### config.mk
export PLATFORM = sky130hd
export DESIGN_NAME = rr_mux_n_flat
export DESIGN_NICKNAME = d
export VERILOG_FILES = /design/src/rtl/rr_mux_n_if.sv /design/src/rtl/rr_mux_n.sv /design/src/flat_wrapper.sv
export SDC_FILE = /design/constraint.sdc
export NUM_CORES = 1
export LEC_CHECK = 0
export ABC_AREA = 1
export CELL_PAD_IN_SITES_DETAIL_PLACEMENT = 0
export CELL_PAD_IN_SITES_GLOBAL_PLACEMENT = 2
export CORE_MARGIN = 10
export CORE_UTILIZATION = 19
export CTS_BUF_LIST = sky130_fd_sc_hd__clkbuf_4
export DETAILED_ROUTE_END_ITERATION = 7
export GPL_TIMING_DRIVEN = 0
export PLACE_DENSITY = 0.76
export SLEW_MARGIN = 20
export SYNTH_ARGS = -nofsm -noshare
export SYNTH_HDL_FRONTEND = slang
export SYNTH_SLANG_ARGS = --single-unit
### constraint.sdc
create_clock -name clk -period 2.55 [get_ports clk]
set_input_delay 0.51 -clock clk [delete_from_list [all_inputs] [get_ports clk]]
set_output_delay 0.51 -clock clk [all_outputs]
set_load 0.1 [all_outputs]
### src/rtl/rr_mux_n_if.sv
// -----------------------------------------------------------------------------
// rr_mux_n_if
// Bundle of the handshake and data signals around rr_mux_n.
//   in_data   : CHANNELS*WIDTH, channel i in bits [i*WIDTH +: WIDTH]
//   in_valid  : per-channel beat valid
//   in_ready  : per-channel accept from the multiplexer
//   mode      : 00 round-robin, 01 fixed priority, 10 static select, 11 = 00
//   sel       : channel index used in static mode
//   out_data  : registered selected data
//   out_sel   : index of the channel that supplied out_data
//   out_valid : output register holds a beat
//   out_ready : consumer accept
// Modports:
//   master : producer/consumer side (drives inputs, observes outputs)
//   slave  : the multiplexer itself
// -----------------------------------------------------------------------------
interface rr_mux_n_if #(
    parameter int WIDTH    = 8,
    parameter int CHANNELS = 4,
    parameter int SEL_W    = $clog2(CHANNELS)
);
    logic [CHANNELS*WIDTH-1:0] in_data;
    logic [CHANNELS-1:0]       in_valid;
    logic [CHANNELS-1:0]       in_ready;
    logic [1:0]                mode;
    logic [SEL_W-1:0]          sel;
    logic [WIDTH-1:0]          out_data;
    logic [SEL_W-1:0]          out_sel;
    logic                      out_valid;
    logic                      out_ready;

    modport master (
        output in_data, in_valid, mode, sel, out_ready,
        input  in_ready, out_data, out_sel, out_valid
    );

    modport slave (
        input  in_data, in_valid, mode, sel, out_ready,
        output in_ready, out_data, out_sel, out_valid
    );
endinterface

### src/rtl/rr_mux_n.sv
// -----------------------------------------------------------------------------
// rr_mux_n
// Registered N-channel multiplexer with valid/ready on every input and on the
// output. Each cycle one input channel is granted (round-robin, fixed priority
// or static select) and its beat is captured into a single output register.
// The register reloads whenever it is empty or being popped, so one beat per
// cycle flows when out_ready stays high.
// Ports:
//   clk : clock, all state updates on the rising edge
//   rst : asynchronous active-high reset
//   bus : rr_mux_n_if.slave (inputs, per-channel ready, registered output)
// -----------------------------------------------------------------------------
module rr_mux_n #(
    parameter int WIDTH    = 8,
    parameter int CHANNELS = 4,
    parameter int SEL_W    = $clog2(CHANNELS)
) (
    input  logic      clk,
    input  logic      rst,
    rr_mux_n_if.slave bus
);

    localparam logic [1:0]       MODE_FIXED  = 2'b01;
    localparam logic [1:0]       MODE_STATIC = 2'b10;
    localparam logic [SEL_W-1:0] LAST_CH     = SEL_W'(CHANNELS - 1);
    // Channel count one bit wider than an index, so range checks on sel are
    // meaningful even when CHANNELS is a power of two.
    localparam logic [SEL_W:0]   CHANNELS_X  = (SEL_W + 1)'(CHANNELS);

    // (a + b) mod CHANNELS for a, b already below CHANNELS.
    function automatic logic [SEL_W-1:0] wrap_add(
        input logic [SEL_W-1:0] a,
        input logic [SEL_W-1:0] b
    );
        logic [SEL_W:0] sum;
        sum = {1'b0, a} + {1'b0, b};
        sum = (sum >= CHANNELS_X) ? (sum - CHANNELS_X) : sum;
        return sum[SEL_W-1:0];
    endfunction

    // Rotate the valid vector so that bit k is channel (start + k) mod CHANNELS.
    function automatic logic [CHANNELS-1:0] rotate_from(
        input logic [CHANNELS-1:0] vec,
        input logic [SEL_W-1:0]    start
    );
        logic [CHANNELS-1:0] rot;
        rot = '0;
        for (int k = 0; k < CHANNELS; k++) begin
            rot[k] = vec[wrap_add(start, SEL_W'(k))];
        end
        return rot;
    endfunction

    // Lowest set bit: returns {found, index}.
    function automatic logic [SEL_W:0] first_set(
        input logic [CHANNELS-1:0] vec
    );
        logic [SEL_W:0] res;
        res = '0;
        for (int i = CHANNELS - 1; i >= 0; i--) begin
            res = vec[i] ? {1'b1, SEL_W'(i)} : res;
        end
        return res;
    endfunction

    logic [WIDTH-1:0]    out_data_r;
    logic [SEL_W-1:0]    out_sel_r;
    logic                out_valid_r;
    logic [SEL_W-1:0]    ptr_r;

    logic                load_s;
    logic                rr_mode_s;
    logic [SEL_W:0]      rr_search_s;
    logic [SEL_W:0]      fixed_search_s;
    logic                grant_any_s;
    logic [SEL_W-1:0]    grant_idx_s;
    logic [CHANNELS-1:0] grant_s;
    logic [WIDTH-1:0]    grant_data_s;
    logic [SEL_W-1:0]    ptr_next_s;

    // The output register can accept a new beat when empty or being drained.
    assign load_s    = ~out_valid_r | bus.out_ready;
    // Mode 11 falls back to round-robin along with 00.
    assign rr_mode_s = (bus.mode != MODE_FIXED) && (bus.mode != MODE_STATIC);

    // Candidate searches for the two search-based arbitration modes.
    assign rr_search_s    = first_set(rotate_from(bus.in_valid, ptr_r));
    assign fixed_search_s = first_set(bus.in_valid);

    // Grant selection: one winning channel index plus a found flag.
    always_comb begin
        grant_any_s = 1'b0;
        grant_idx_s = '0;
        case (bus.mode)
            MODE_FIXED: begin
                grant_any_s = fixed_search_s[SEL_W];
                grant_idx_s = fixed_search_s[SEL_W-1:0];
            end
            MODE_STATIC: begin
                // An out-of-range sel never grants anything.
                if ({1'b0, bus.sel} < CHANNELS_X) begin
                    grant_any_s = bus.in_valid[bus.sel];
                    grant_idx_s = bus.sel;
                end else begin
                    grant_any_s = 1'b0;
                    grant_idx_s = '0;
                end
            end
            default: begin
                // The rotated search returns an offset from the pointer.
                grant_any_s = rr_search_s[SEL_W];
                grant_idx_s = wrap_add(ptr_r, rr_search_s[SEL_W-1:0]);
            end
        endcase
    end

    // One-hot grant vector and AND-OR data selection of the winning channel.
    always_comb begin
        grant_s      = '0;
        grant_data_s = '0;
        for (int i = 0; i < CHANNELS; i++) begin
            grant_s[i]   = grant_any_s && (grant_idx_s == SEL_W'(i));
            grant_data_s = grant_data_s
                         | (bus.in_data[i*WIDTH +: WIDTH] & {WIDTH{grant_s[i]}});
        end
    end

    // Pointer moves just past the winner, wrapping from the last channel to 0.
    assign ptr_next_s = (grant_idx_s == LAST_CH) ? '0 : (grant_idx_s + SEL_W'(1));

    // Ready is held low during reset so nothing transfers into a register
    // that is being cleared.
    assign bus.in_ready = grant_s & {CHANNELS{load_s & ~rst}};

    // Output register and round-robin pointer.
    always_ff @(posedge clk or posedge rst) begin
        if (rst) begin
            out_data_r  <= '0;
            out_sel_r   <= '0;
            out_valid_r <= 1'b0;
            ptr_r       <= '0;
        end else if (load_s && grant_any_s) begin
            out_data_r  <= grant_data_s;
            out_sel_r   <= grant_idx_s;
            out_valid_r <= 1'b1;
            ptr_r       <= rr_mode_s ? ptr_next_s : ptr_r;
        end else if (load_s) begin
            // Drained with nothing to replace it; data and index keep their value.
            out_valid_r <= 1'b0;
        end else begin
            out_valid_r <= out_valid_r;
        end
    end

    assign bus.out_data  = out_data_r;
    assign bus.out_sel   = out_sel_r;
    assign bus.out_valid = out_valid_r;

endmodule
### src/flat_wrapper.sv
// flat-port wrapper written by rule: the top's interface ports become plain ports
module rr_mux_n_flat 
#(
    parameter int WIDTH    = 8,
    parameter int CHANNELS = 4,
    parameter int SEL_W    = $clog2(CHANNELS)
)
  (clk, rst, bus_in_data, bus_in_valid, bus_mode, bus_sel, bus_out_ready, bus_in_ready, bus_out_data, bus_out_sel, bus_out_valid);
  rr_mux_n_if #(.WIDTH(WIDTH), .CHANNELS(CHANNELS), .SEL_W(SEL_W)) bus_i ();
  input  logic clk;
  input  logic rst;
  input wire logic [$bits(bus_i.in_data)-1:0] bus_in_data;
  input wire logic [$bits(bus_i.in_valid)-1:0] bus_in_valid;
  input wire logic [$bits(bus_i.mode)-1:0] bus_mode;
  input wire logic [$bits(bus_i.sel)-1:0] bus_sel;
  input wire logic [$bits(bus_i.out_ready)-1:0] bus_out_ready;
  output wire logic [$bits(bus_i.in_ready)-1:0] bus_in_ready;
  output wire logic [$bits(bus_i.out_data)-1:0] bus_out_data;
  output wire logic [$bits(bus_i.out_sel)-1:0] bus_out_sel;
  output wire logic [$bits(bus_i.out_valid)-1:0] bus_out_valid;
  assign bus_i.in_data = bus_in_data;
  assign bus_i.in_valid = bus_in_valid;
  assign bus_i.mode = bus_mode;
  assign bus_i.sel = bus_sel;
  assign bus_i.out_ready = bus_out_ready;
  assign bus_in_ready = bus_i.in_ready;
  assign bus_out_data = bus_i.out_data;
  assign bus_out_sel = bus_i.out_sel;
  assign bus_out_valid = bus_i.out_valid;
  rr_mux_n #(.WIDTH(WIDTH), .CHANNELS(CHANNELS), .SEL_W(SEL_W)) u_core (.clk(clk), .rst(rst), .bus(bus_i));
endmodule
* After elaboration in Yosys (flattened, before gate mapping)
Index checks and enable logic that the tools add are counted.
** Storage, ports and cells
- Logic and storage cells :: 80
- Register bits after elaboration :: 13
- Input port bits :: 43
- Output and inout bits :: 15
** Operators by class
- Reduce and logical (&&, ||, !) cells :: 9
- Add/sub/neg operators :: 10
- Multiplexer cells :: 28
- Magnitude comparators :: 10
- Bitwise operators :: 12
- Equality and inequality tests :: 7
** Operator list (number)
- $and A8 B8 Y8 :: 4
- $mux W3 :: 8
- $or A8 B8 Y8 :: 3
- $lt A2 B3 Y1 const B :: 5
- $ge A3 B3 Y1 const B :: 4
- $mux W2 :: 6
- $bmux W1 S2 :: 5
- $sub A2 B1 Y2 const B :: 5
- $mux W1 :: 7
- $add A2 B2 Y3 const B :: 2
- $eq A2 B2 Y1 const B :: 3
- $logic_and A1 B1 Y1 :: 6
- $and A4 B4 Y4 :: 1
- $eq A2 B1 Y1 const B :: 2
- $pmux W2 S2 :: 1
- $add A2 B1 Y3 const B :: 1
- $add A2 B2 Y3 :: 1
- $ge A2 B3 Y1 const B :: 1
- $add A2 B1 Y2 const B :: 1
- $logic_not A2 Y1 :: 1
- $ne A2 B1 Y1 const B :: 1
- $ne A2 B2 Y1 const B :: 1
- $not A1 Y1 :: 2
- $pmux W1 S2 :: 1
- other kinds (4) :: 4

* Depth between registers and ports, before layout
Gate-level depths: netlist (run 1).
- Depth in word-level cells :: 19
- Mapped depth :: 23
- Mapped depth without buffers :: 21

* Worst setup path after synthesis (run 1)
Ideal clock, no wire load.
- Path type :: reg-to-output
- Start :: register u_core.ptr_r[0]
- End :: output port bus_in_ready[2]
- Path buffers :: 3
- Arrival time :: 3.480 ns
- Path slack :: -1.440 ns
- Required time :: 2.040 ns
- Cell stages (with the launch flop) :: 18
- Path through :: dfrtp_1 buf_2 buf_6 o21ai_0 nand2_1 a31oi_1 nor2_1 ha_1 xor2_1 inv_1 nand3_1 nand3_1 nand2_1 inv_1 ha_1 clkbuf_1 inv_1 nor2_1
** On the way
- Word-level cells in the longest chain between the ends :: 16
** Ends and longest elaborated chain
- start: declaration :: line rr_mux_n.sv:69 : logic [SEL_W-1:0] ptr_r;
- start signal: assignment :: line rr_mux_n.sv:146 : ptr_r <= rr_mode_s ? ptr_next_s : ptr_r;
- $add A2 B2 Y3 :: line rr_mux_n.sv:36 : sum = {1'b0, a} + {1'b0, b};
- $ge A3 B3 Y1 or $sub A2 B1 Y2 (tied branches) :: line rr_mux_n.sv:37 : sum = (sum >= CHANNELS_X) ? (sum - CHANNELS_X) : sum;
- $mux W2 :: line rr_mux_n.sv:37
- $bmux W1 S2 :: line rr_mux_n.sv:49 : rot[k] = vec[wrap_add(start, SEL_W'(k))];
- $mux W1 (not written as such) :: line rr_mux_n.sv:49
- $mux W3 (4 in series) :: line rr_mux_n.sv:61 : res = vec[i] ? {1'b1, SEL_W'(i)} : res;
- $add A2 B2 Y3 * :: line rr_mux_n.sv:36
- $ge A3 B3 Y1 or $sub A2 B1 Y2 (tied branches) :: line rr_mux_n.sv:37
- $mux W2 * :: line rr_mux_n.sv:37
- $pmux W2 S2 * :: line rr_mux_n.sv:94 : case (bus.mode)
- named net u_core.grant_idx_s[1] :: line rr_mux_n.sv:76 : logic [SEL_W-1:0] grant_idx_s;
- $eq A2 B2 Y1 * :: line rr_mux_n.sv:122 : grant_s[i] = grant_any_s && (grant_idx_s == SEL_W'(i));
- $logic_and A1 B1 Y1 * :: line rr_mux_n.sv:122
- $and A4 B4 Y4 * :: line rr_mux_n.sv:133 : assign bus.in_ready = grant_s & {CHANNELS{load_s & ~rst}};
- end: declaration :: line flat_wrapper.sv:17 : output wire logic [$bits(bus_i.in_ready)-1:0] bus_in_ready;
Mark *: on every way through the listed nets, which the timed path passes. The rest lies on a longest branch. The select of a mux whose other input is x is not followed.

* Final worst setup path (run 1)
- Start :: register u_core.ptr_r[0]
- End :: output port bus_in_ready[3]
Same word-level chain as after synthesis.

==> results.py, run 1 <==
metrics = {
    "placed_design": {
        "dp.cells": 392,
        "dpl.hpwl_um": 4030,
        "placedInstanceArea_um2": 2200,
        "place.gp.congestion": 0.773,
        "buffer_ports.inserted": 57,
    },
    "yosys": {
        "synth.ff_latch_count": 13,
        "syn-cell-area_um2": 1410,
        "avgSynthCellArea_um2": 5.98,
        "synth.yosys.seq_area_share_pct": 23.0,
        "syn_inst": 236,
        "net_count_of_the_mapped_netlist": 286,
        "synth-warning-count": 0,
        "synth.distinct_cells": 25,
    },
    "cells_and_area": {
        "layout.nets": 364,
        "mostFrequentLayoutCells": "58 x sky130_fd_sc_hd__nand2_1, 49 x sky130_fd_sc_hd__clkdlybuf4s50_1, 36 x sky130_fd_sc_hd__inv_1",
        "final_common_cell": "sky130_fd_sc_hd__nand2_1",
        "diodes_inserted": 0,
        "fin_cells": 412,
        "finalCoreUtilization_pct": 34.8,
        "areaGrowthSynthToFinish_pct": 78.8,
        "stdcell_area_um2": 2520,
        "drive_above_1_share_pct": 28.4,
    },
    "timing": {
        "post-route-period-util_pct": 128,
        "slew_headroom_pct": 30.8,
        "hold-worst-slack_ns": 0.487,
        "hold_viol_final": 0,
        "worst_slack_ns": -0.722,
        "final-max-slew-violation-count": 0,
        "rsz0062_at_grt": "true",
        "final_critical_path_required_period_ns": 3.27,
        "timing_worst_slew_pin_value_ns": 1.04,
        "skew_ns": 0.00143,
        "setup_viol_count_final": 12,
        "fmax_mhz": 306,
    },
    "cts": {
        "numClockSinks": 13,
        "cts.reportedPaths.clkPinSlew_ns": 0.08,
        "cts_tree": "done",
        "clock-root-buffer": "sky130_fd_sc_hd__clkbuf_4",
        "htree_levels": 1,
        "worst_skew_pair.late_latency_ns": 0.27,
        "cts_inserted_buffers": 3,
        "max-clock-path-buffers": 2,
        "hold_buffers": 0,
    },
    "power": {
        "power.density_nw_per_um2": 1190,
        "p_clk_share_pct": 4.7,
        "totalPowerFinal_mw": 3.00,
        "power.switching_fraction_pct": 56.5,
        "sequentialPowerShare_pct": 11.7,
        "power_report.internal_total_mw": 1.31,
        "leakage_nw": 1.26,
        "gate_power_share_pct": 83.6,
        "maximum_vdd_drop_v": 0.000404,
        "net-switching-power_mw": 1.70,
    },
    "global_routing": {
        "maximum_number_of_pins_on_one_net_before_global_route_repair": 15,
        "global_route.overflow_total": 0,
        "grt_pass1_wl_um": 8430,
        "grt_use_total_pct": 8.92,
        "via_count_of_the_first_global_routing_pass": 1679,
        "number_of_antenna_violations_at_the_first_check_in_global_routing": 0,
    },
    "drt": {
        "average_wire_length_per_cell_after_detail_routing_um": 12.4,
        "ant_nets": 0,
        "dr_total_vias": 1626,
        "totalWireLength_um": 5120,
        "vias_per_cell": 3.95,
        "drt_pass1_iterations": 4,
        "drc_errors": 0,
        "initialDrtViolationCount": 72,
    },
    "floorplan": {
        "design.die.area_um2": 11300,
        "boundaryPins": 58,
        "die_width_um": 106,
        "placement_rows": 31,
        "fp.dieH_um": 106,
        "floorplan.initialDensity_pct": 19.5,
        "placeableCoreArea_um2": 7250,
    },
    "outcome": {
        "run_status": "complete, but fails checks",
        "violations": "setup timing",
    },
    "worst_hold_path": {
        "holdCritPathClass": "reg -> reg",
    },
    "setup_path": {
        "timing.setup.critical_path_class": "reg -> out",
        "cp.arrival_ns": 2.76,
        "cp-end-kind": "output port",
        "required_ns": 2.04,
        "cp-start-kind": "register",
        "critPathMaxFanout": 6,
    },
    "flow_run": {
        "max_cap_viol_count": 0,
    },
}
[cells in the mapped netlist, drive strengths merged]
master  number  area, um2
a21oi        3       18.8
a22oi        1       7.51
a31oi        1       6.26
buf          8       57.6
clkbuf       6       22.5
dfrtp       13        325
ha           7       87.6
inv         45        169
nand2       70        270
nand3       11       65.1
nand4       24        150
nor2        33        146
o211ai       1       7.51
o21ai        9       45.0
or2          1       6.26
xnor2        1       8.76
xor2         2       17.5
[worst paths after layout]
path                                        from                endpoint  slack (ns)  cells after the start
max                              u_core.ptr_r[0]         bus_in_ready[3]       -0.72                     18
min                        u_core.bus.out_sel[1]   u_core.bus.out_sel[1]        0.49                      2
max reg2reg                      u_core.ptr_r[0]  u_core.bus.out_data[3]       -0.36                     23
min reg2reg                u_core.bus.out_sel[1]   u_core.bus.out_sel[1]        0.49                      2
max in group asynchronous                    rst  u_core.bus.out_data[0]        1.59                      2
min in group asynchronous                    rst  u_core.bus.out_data[6]        0.59                      2
[stage by stage]
step | setup WS (ns) | TNS [ns]
2_1_floorplan | -0.494 | -1.94
3_3_place_gp | -2.00 | -14.74
3_5_place_dp | -1.99 | -14.87
4_1_cts | -0.743 | -5.84
5_1_grt | -0.883 | -7.82
6_report | -0.722 | -5.29
[layout make-up]
cell class / count / area, um2
Sequential cell: 13 / 325
Clock buffer: 4 / 30.0
Timing Repair Buffer: 75 / 763
Inverter: 45 / 176
Multi-Input combinational cell: 164 / 1000
Fill cell: 803 / 4730
Tap cell: 99 / 124
Buffer: 12 / 104
[power groups by stage]
| stage | sequential, mW | clock (mW) | combinational [mW] |
|---|---|---|---|
| finish | 0.352 | 0.141 | 2.51 |
| global route | 0.370 | 0.154 | 2.71 |
| CTS | 0.355 | 0.144 | 2.36 |
| detailed placement | 0.359 | 0 | 2.04 |
| global placement | 0.353 | 0 | 2.04 |
| floorplan | 0.961 | 0 | 0.960 |
[repair_timing]
item / in CTS / in global routing
gates cloned: 0 / 1
gates resized for setup: 67 / 14
pin swaps: 11 / 10
buffers inserted: 14 / 3
endpoints found under the setup margin: 13 / 13
[registers in the layout, summed over array words and instances, names as in the netlist]
register and cells:
u_core.bus.out_data 8, u_core.ptr_r 2, u_core.bus.out_sel 2, u_core.bus.out_valid 1
[critical path, cell delays in order, from the launching register on]
cell	delay, ns
sky130_fd_sc_hd__dfrtp_1	0.40
sky130_fd_sc_hd__buf_6	0.14
sky130_fd_sc_hd__buf_4	0.13
sky130_fd_sc_hd__xnor2_1	0.16
sky130_fd_sc_hd__nand2_1	0.09
sky130_fd_sc_hd__a31oi_1	0.16
sky130_fd_sc_hd__nor2_1	0.07
sky130_fd_sc_hd__ha_2	0.18
sky130_fd_sc_hd__xor2_2	0.15
sky130_fd_sc_hd__inv_1	0.09
sky130_fd_sc_hd__nand3_2	0.10
sky130_fd_sc_hd__nand3_4	0.09
sky130_fd_sc_hd__nand2_4	0.09
sky130_fd_sc_hd__inv_4	0.10
sky130_fd_sc_hd__buf_6	0.09
sky130_fd_sc_hd__ha_4	0.14
sky130_fd_sc_hd__inv_4	0.03
sky130_fd_sc_hd__nor2_4	0.09
sky130_fd_sc_hd__buf_12	0.18
[routing by layer]
layer | GRT usage [%] | up-vias | share of wire [%]
li1 | - | 885 | -
met1 | 11.6 | 709 | 46
met2 | 14.7 | 30 | 49
met3 | 1.39 | 2 | 4.4
met4 | 2.90 | 0 | 0.86
met5 | 0 | - | 0
[cells by family after synthesis]
| logic type | after synthesis | share of synthesized area [%] |
|---|---|---|
| flops | 13 | 23.0 |
| simple gates | 139 | 45.2 |
| compound gates | 15 | 6.03 |
| fa+ha+maj | 7 | 6.21 |
| xor+xnor | 3 | 1.86 |
| buf+inv | 59 | 17.6 |
No activity file was read; power rests on OpenSTA's default activity.
==> run 2, diff against run 1 <==
--- a/config.mk
+++ b/config.mk
@@ -5,15 +5,14 @@
 export SDC_FILE = /design/constraint.sdc
 export NUM_CORES = 1
 export LEC_CHECK = 0
-export ABC_AREA = 1
 export CELL_PAD_IN_SITES_DETAIL_PLACEMENT = 0
 export CELL_PAD_IN_SITES_GLOBAL_PLACEMENT = 2
 export CORE_MARGIN = 10
-export CORE_UTILIZATION = 19
+export CORE_UTILIZATION = 20
 export CTS_BUF_LIST = sky130_fd_sc_hd__clkbuf_4
 export DETAILED_ROUTE_END_ITERATION = 7
 export GPL_TIMING_DRIVEN = 0
-export PLACE_DENSITY = 0.76
+export PLACE_DENSITY = 0.78
 export SLEW_MARGIN = 20
 export SYNTH_ARGS = -nofsm -noshare
 export SYNTH_HDL_FRONTEND = slang
==> constraint.sdc (replaced) <==
create_clock -name clk -period 2.55 [get_ports clk]
set_input_delay 0.51 -clock clk [delete_from_list [all_inputs] [get_ports clk]]
set_output_delay 0.51 -clock clk [all_outputs]
set_load 0.01 [all_outputs]
==> run 2 against run 1 <==
Flip-flop and latch count is the same. Setup slack improved by 0.013 ns. The run still ends with setup timing left. Power down 38%. Routed wire length shrank 19%. Die area down 20%. Utilization up 3.2 points. Clock skew up 0.0040 ns. Largest power group unchanged. Critical path type unchanged. Cell area is 17% lower. Highest routed layer unchanged.
==> results.py, run 2 <==
metrics = {
    "cts": {
        "worst_skew_pair.late_latency_ns": 0.28,
        "cts.reportedPaths.clkPinSlew_ns": 0.09,
        "cts_inserted_buffers": 3,
        "hold_buffers": 0,
        "cts_tree": "done",
        "htree_levels": 1,
        "max-clock-path-buffers": 2,
        "clock-root-buffer": "sky130_fd_sc_hd__clkbuf_4",
        "numClockSinks": 13,
    },
    "timing": {
        "post-route-period-util_pct": 128,
        "rsz0062_at_grt": "true",
        "setup_viol_count_final": 13,
        "slew_headroom_pct": 57.0,
        "final-max-slew-violation-count": 0,
        "hold-worst-slack_ns": 0.525,
        "hold_viol_final": 0,
        "fmax_mhz": 307,
        "worst_slack_ns": -0.709,
        "skew_ns": 0.00546,
        "fin_tns_setup_ns": -5.22,
        "timing_worst_slew_pin_value_ns": 0.645,
        "final_critical_path_required_period_ns": 3.26,
    },
    "power": {
        "maximum_vdd_drop_v": 0.000290,
        "leakage_nw": 0.836,
        "totalPowerFinal_mw": 1.87,
        "power.density_nw_per_um2": 893,
    },
    "placed_design": {
        "dpl.hpwl_um": 3060,
        "place.gp.congestion": 0.703,
        "dp.cells": 254,
        "detailedPlace.worstSlack_ns": -1.03,
        "buffer_ports.inserted": 53,
    },
    "yosys": {
        "synth.distinct_cells": 37,
        "ys_async_sr_fraction_pct": 100,
        "syn_inst": 129,
        "synth.ff_latch_count": 13,
        "ys.flop_type": "sky130_fd_sc_hd__dfrtp_1",
        "yosys.area_share.xor_xnor_pct": 1.55,
        "synth.yosys.seq_area_share_pct": 28.8,
        "yosys-mux-area-fraction_pct": 6.21,
        "leading_area_contributor_after_synthesis": "sky130_fd_sc_hd__dfrtp_1",
        "syn-cell-area_um2": 1130,
        "netlist_top_cells_count": "23 x sky130_fd_sc_hd__nor2_1, 13 x sky130_fd_sc_hd__dfrtp_1, 11 x sky130_fd_sc_hd__a21oi_1, 11 x sky130_fd_sc_hd__a22oi_1, 10 x sky130_fd_sc_hd__inv_1",
        "synth_fa_ha_area_share_pct": 7.76,
        "synth-compound-area-share_pct": 29.3,
        "avgSynthCellArea_um2": 8.75,
        "synth_enable_flop_cells": 0,
        "synth_top_family_by_area": "compound AO/OA/AOI/OAI gates",
        "synth-warning-count": 0,
        "yosysTopAreaCellShare_pct": 28.8,
        "most_numerous_cell_in_the_yosys_netlist": "sky130_fd_sc_hd__nor2_1",
        "netlist_top_cells_area": "sky130_fd_sc_hd__dfrtp_1 29%, sky130_fd_sc_hd__ha_1 7.8%, sky130_fd_sc_hd__nor2_1 7.6%, sky130_fd_sc_hd__a22oi_1 7.3%, sky130_fd_sc_hd__a21oi_1 4.9%",
        "net_count_of_the_mapped_netlist": 179,
        "yosys.area_share.simple_pct": 15.4,
    },
    "cells_and_area": {
        "filler_cell_count": 555,
        "final_common_cell": "sky130_fd_sc_hd__clkdlybuf4s50_1",
        "largest_reg_flops": 8,
        "diodes_inserted": 0,
        "drive_above_1_share_pct": 33.7,
        "areaGrowthSynthToFinish_pct": 85.3,
        "fin_cells": 271,
        "mostFrequentLayoutCells": "49 x sky130_fd_sc_hd__clkdlybuf4s50_1, 21 x sky130_fd_sc_hd__nor2_1, 14 x sky130_fd_sc_hd__buf_4",
        "layout.nets": 250,
    },
    "worst_hold_path": {
        "critical_hold_path_startpoint": "u_core.bus.out_sel[1]",
        "holdCritPathClass": "reg -> reg",
        "worst_hold_path.num_cells": 2,
    },
    "drt": {
        "drt_pass1_iterations": 4,
        "top_signal_layer_used": "met4",
        "totalWireLength_um": 4130,
        "average_wire_length_per_cell_after_detail_routing_um": 15.2,
        "wl_met3_um": 197,
        "ant_nets": 0,
        "initialDrtViolationCount": 21,
        "wl_met2_um": 1930,
        "vias_per_cell": 4.47,
        "drc_errors": 0,
        "dr_total_vias": 1211,
        "m1WireLength_um": 1940,
    },
    "setup_path": {
        "cp-end-kind": "output port",
        "critPathMaxFanout": 7,
        "cp-start-kind": "register",
        "rr_worst_depth": 14,
        "required_ns": 2.04,
        "worst_r2r_startpoint": "u_core.ptr_r[0]",
        "cp.arrival_ns": 2.75,
        "timing.setup.critical_path_class": "reg -> out",
        "critical_path.startpoint": "u_core.ptr_r[0]",
    },
    "global_routing": {
        "number_of_antenna_violations_at_the_first_check_in_global_routing": 0,
        "grt_pass1_wl_um": 6260,
        "maximum_number_of_pins_on_one_net_before_global_route_repair": 18,
        "global_route.overflow_total": 0,
        "grt_use_total_pct": 8.74,
        "via_count_of_the_first_global_routing_pass": 1221,
    },
    "flow_run": {
        "max_cap_viol_count": 0,
    },
    "floorplan": {
        "placement_rows": 27,
        "boundaryPins": 58,
        "placeableCoreArea_um2": 5510,
        "fp.dieH_um": 95.1,
        "die_width_um": 95.1,
        "design.die.area_um2": 9050,
        "floorplan.initialDensity_pct": 20.5,
    },
    "outcome": {
        "violations": "setup timing",
        "run_status": "complete, but fails checks",
    },
}
-- run 2: logic make-up (layout without fill, tap and decap cells) --
kind of cell	Yosys count	count (layout)
and+or+nand+nor	37	37
xor gates and xnor gates	2	2
muxes	5	5
DFF	13	13
AOI/OAI and AO/OA	42	42
adders and majority gates	7	7
buffers and inverters	23	93
-- run 2: metal layers --
| metal | vias up | global-route usage (%) |
|---|---|---|
| met3 | 4 | 1.26 |
| met4 | 0 | 3.74 |
| met1 | 569 | 11.5 |
| met5 | - | 0 |
| li1 | 605 | - |
| met2 | 33 | 13.9 |
-- run 2: layout make-up --
| class | count | area, um2 | area share [%] |
|---|---|---|---|
| inverters | 10 | 37.5 | 1.80 |
| clock buffers | 4 | 30.0 | 1.44 |
| multi-input cells | 93 | 843 | 40.3 |
| well taps | 72 | 90.1 | 4.31 |
| repair buffers | 69 | 673 | 32.2 |
| plain buffers | 10 | 91.3 | 4.37 |
| flip-flops and latches | 13 | 325 | 15.6 |
-- run 2: repair_timing --
item | CTS | global route
setup buffers | 7 | 9
resized for setup | 46 | 15
setup endpoints to repair | 13 | 14
pin swaps | 8 | 12
-- run 2: final timing paths --
kind | end | slack [ns]
hold reg to reg | u_core.bus.out_sel[1] | 0.52
setup / recovery | bus_in_ready[2] | -0.71
hold / removal | u_core.bus.out_sel[1] | 0.52
min in group asynchronous | u_core.bus.out_valid | 0.61
setup reg to reg | u_core.bus.out_data[3] | -0.36
max in group asynchronous | u_core.bus.out_data[7] | 1.52
-- run 2: power breakdown --
part           internal, mW  switching (mW)
Clock                0.0714          0.0759
Sequential            0.302          0.0494
Combinational         0.748           0.621
Total                  1.12           0.746
-- run 2: stage by stage --
stage               area (um2)  utilization, %
floorplan                 1160               -
global placement          1780            32.4
detailed placement        1780            32.4
CTS                       1990            36.1
global route              2090            38.0
finish                    2090            38.0
-- run 2: critical path: stages (launching register included) --
cell and delay, ns:
sky130_fd_sc_hd__dfrtp_1 0.40, sky130_fd_sc_hd__buf_6 0.14, sky130_fd_sc_hd__or4_4 0.51, sky130_fd_sc_hd__o211ai_1 0.11
sky130_fd_sc_hd__ha_2 0.23, sky130_fd_sc_hd__xor2_2 0.18, sky130_fd_sc_hd__xnor2_2 0.10, sky130_fd_sc_hd__buf_4 0.15
sky130_fd_sc_hd__a21oi_4 0.20, sky130_fd_sc_hd__ha_4 0.17, sky130_fd_sc_hd__and3_4 0.17, sky130_fd_sc_hd__buf_6 0.10
==> run 3, diff against run 2 <==
--- a/config.mk
+++ b/config.mk
@@ -12,7 +12,7 @@
 export CTS_BUF_LIST = sky130_fd_sc_hd__clkbuf_4
 export DETAILED_ROUTE_END_ITERATION = 7
 export GPL_TIMING_DRIVEN = 0
-export PLACE_DENSITY = 0.78
+export PLACE_DENSITY = 0.89
 export SLEW_MARGIN = 20
 export SYNTH_ARGS = -nofsm -noshare
 export SYNTH_HDL_FRONTEND = slang
==> constraint.sdc (replaced) <==
create_clock -name clk -period 2.95 [get_ports clk]
set_input_delay 0.59 -clock clk [delete_from_list [all_inputs] [get_ports clk]]
set_output_delay 0.59 -clock clk [all_outputs]
set_load 0.01 [all_outputs]
==> run 3 against run 2 <==
The run still ends with setup timing left. Setup slack improved by 0.45 ns. Critical path depth down 1. Die area did not move. Sequential share of layout area rose by 0.69 points. Combinational power down 21%. Cell count is 2.2% lower. Clock-buffer cell count is the same. Clock power fell by 18%. Critical endpoint is now bus_in_ready[3]. Highest routed layer unchanged.
==> results.py, run 3 (synthesis gave the netlist of run 2 again) <==
metrics = {
    "drt": {
        "average_wire_length_per_cell_after_detail_routing_um": 15.1,
        "vias_per_cell": 4.50,
        "initialDrtViolationCount": 34,
        "dr_total_vias": 1193,
        "drc_errors": 0,
        "ant_nets": 0,
        "drt_pass1_iterations": 4,
        "totalWireLength_um": 4010,
    },
    "global_routing": {
        "via_count_of_the_first_global_routing_pass": 1285,
        "grt_use_total_pct": 8.75,
        "grt_pass1_wl_um": 6310,
        "number_of_antenna_violations_at_the_first_check_in_global_routing": 0,
        "global_route.overflow_total": 0,
        "maximum_number_of_pins_on_one_net_before_global_route_repair": 18,
    },
    "timing": {
        "worst_slack_ns": -0.261,
        "fin_tns_setup_ns": -0.945,
        "setup_viol_count_final": 4,
        "final_critical_path_required_period_ns": 3.21,
        "final-max-slew-violation-count": 0,
        "timing_worst_slew_pin_value_ns": 0.636,
        "skew_ns": 0.00419,
        "fmax_mhz": 311,
        "rsz0062_at_grt": "true",
        "slew_headroom_pct": 57.6,
        "post-route-period-util_pct": 109,
        "hold_viol_final": 0,
    },
    "setup_path": {
        "cp.arrival_ns": 2.62,
        "critPathMaxFanout": 7,
        "critical_path.startpoint": "u_core.ptr_r[0]",
        "r2r_setup_slack_ns": 0.15,
        "rr_worst_depth": 13,
        "timing.setup.critical_path_class": "reg -> out",
        "cp-end-kind": "output port",
        "regToRegEndpoint": "u_core.bus.out_data[0]",
        "required_ns": 2.36,
        "cp-start-kind": "register",
        "worst_r2r_startpoint": "u_core.ptr_r[0]",
        "crit_end": "bus_in_ready[3]",
    },
    "placed_design": {
        "buffer_ports.inserted": 53,
        "detailedPlace.worstSlack_ns": -0.772,
        "dpl.hpwl_um": 3010,
        "placedInstanceArea_um2": 1780,
        "dp.cells": 254,
        "place.gp.congestion": 0.755,
    },
    "cts": {
        "cts_tree": "done",
        "hold_buffers": 0,
        "cts_inserted_buffers": 3,
        "numClockSinks": 13,
        "cts.reportedPaths.clkPinSlew_ns": 0.08,
        "worst_skew_pair.late_latency_ns": 0.28,
        "clock-root-buffer": "sky130_fd_sc_hd__clkbuf_4",
        "htree_levels": 1,
        "max-clock-path-buffers": 2,
    },
    "cells_and_area": {
        "largest_reg_flops": 8,
        "mostFrequentLayoutCells": "49 x sky130_fd_sc_hd__clkdlybuf4s50_1, 23 x sky130_fd_sc_hd__nor2_1, 12 x sky130_fd_sc_hd__dfrtp_1",
        "diodes_inserted": 0,
        "drive_above_1_share_pct": 30.1,
        "final_common_cell": "sky130_fd_sc_hd__clkdlybuf4s50_1",
        "layout.nets": 244,
        "filler_cell_count": 560,
        "areaGrowthSynthToFinish_pct": 78.0,
        "stdcell_area_um2": 2010,
        "fin_cells": 265,
    },
    "flow_run": {
        "max_cap_viol_count": 0,
    },
    "outcome": {
        "violations": "setup timing",
        "run_status": "complete, but fails checks",
    },
    "power": {
        "maximum_vdd_drop_v": 0.000259,
        "totalPowerFinal_mw": 1.52,
        "power.density_nw_per_um2": 755,
        "leakage_nw": 0.796,
    },
    "floorplan": {
        "die_width_um": 95.1,
        "placement_rows": 27,
        "design.die.area_um2": 9050,
        "fp.dieH_um": 95.1,
        "boundaryPins": 58,
        "placeableCoreArea_um2": 5510,
        "floorplan.initialDensity_pct": 20.5,
    },
    "worst_hold_path": {
        "holdCritPathClass": "reg -> reg",
        "critical_hold_path_startpoint": "u_core.bus.out_sel[1]",
    },
}
run 3: critical path, cell delays in order, from the launching register on:
cell	delay [ns]
sky130_fd_sc_hd__dfrtp_2	0.45
sky130_fd_sc_hd__or4_4	0.53
sky130_fd_sc_hd__o211ai_1	0.10
sky130_fd_sc_hd__ha_2	0.21
sky130_fd_sc_hd__xor2_1	0.17
sky130_fd_sc_hd__xnor2_1	0.11
sky130_fd_sc_hd__buf_4	0.15
sky130_fd_sc_hd__a21oi_4	0.19
sky130_fd_sc_hd__ha_4	0.18
sky130_fd_sc_hd__and3_4	0.17
sky130_fd_sc_hd__buf_6	0.10
run 3: what timing repair did:
action | CTS | global route
buffers inserted | 10 | 2
endpoints found under the hold margin | 0 | 0
pin swaps | 11 | 6
gates resized for setup | 43 | 10
setup endpoints to repair | 7 | 11
run 3: layer usage:
layer / GRT usage (%) / wire (um)
met1: 10.3 / 1830
met4: 4.11 / 67
met3: 1.49 / 208
met2: 15.1 / 1900
met5: 0 / 0
run 3: power breakdown:
group | switching [mW] | leakage [nW] | internal, mW
Clock | 0.0592 | 0.0184 | 0.0617
Sequential | 0.0497 | 0.149 | 0.262
Combinational | 0.505 | 0.628 | 0.579
run 3: final cells by class:
cell class,instances,area (um2),area share (%)
Buffer,8,68.8,3.42
Clock buffer,4,30.0,1.49
Inverter,10,37.5,1.87
Multi-Input combinational cell,93,823,41.0
Sequential cell,13,327,16.3
Tap cell,72,90.1,4.48
Timing Repair Buffer,65,633,31.5
run 3: how the worst min path moves through the flow:
stage | cells past startpoint | slack [ns] | endpoint
4_1_cts | 2 | 0.52 | u_core.bus.out_sel[1]
2_1_floorplan | 1 | 0.50 | u_core.bus.out_data[0]
5_1_grt | 1 | 0.54 | u_core.bus.out_sel[0]
3_3_place_gp | 1 | 0.50 | u_core.bus.out_sel[0]
3_5_place_dp | 2 | 0.51 | u_core.bus.out_sel[1]
6_report | 2 | 0.52 | u_core.bus.out_sel[1]
run 3: stage by stage:
stage	hold slack, ns	utilization, %
final	0.516	36.5
after global routing	0.541	36.5
after detailed placement	0.506	32.4
after CTS	0.523	36.2
after global placement	0.500	32.4
after floorplan	0.500	-
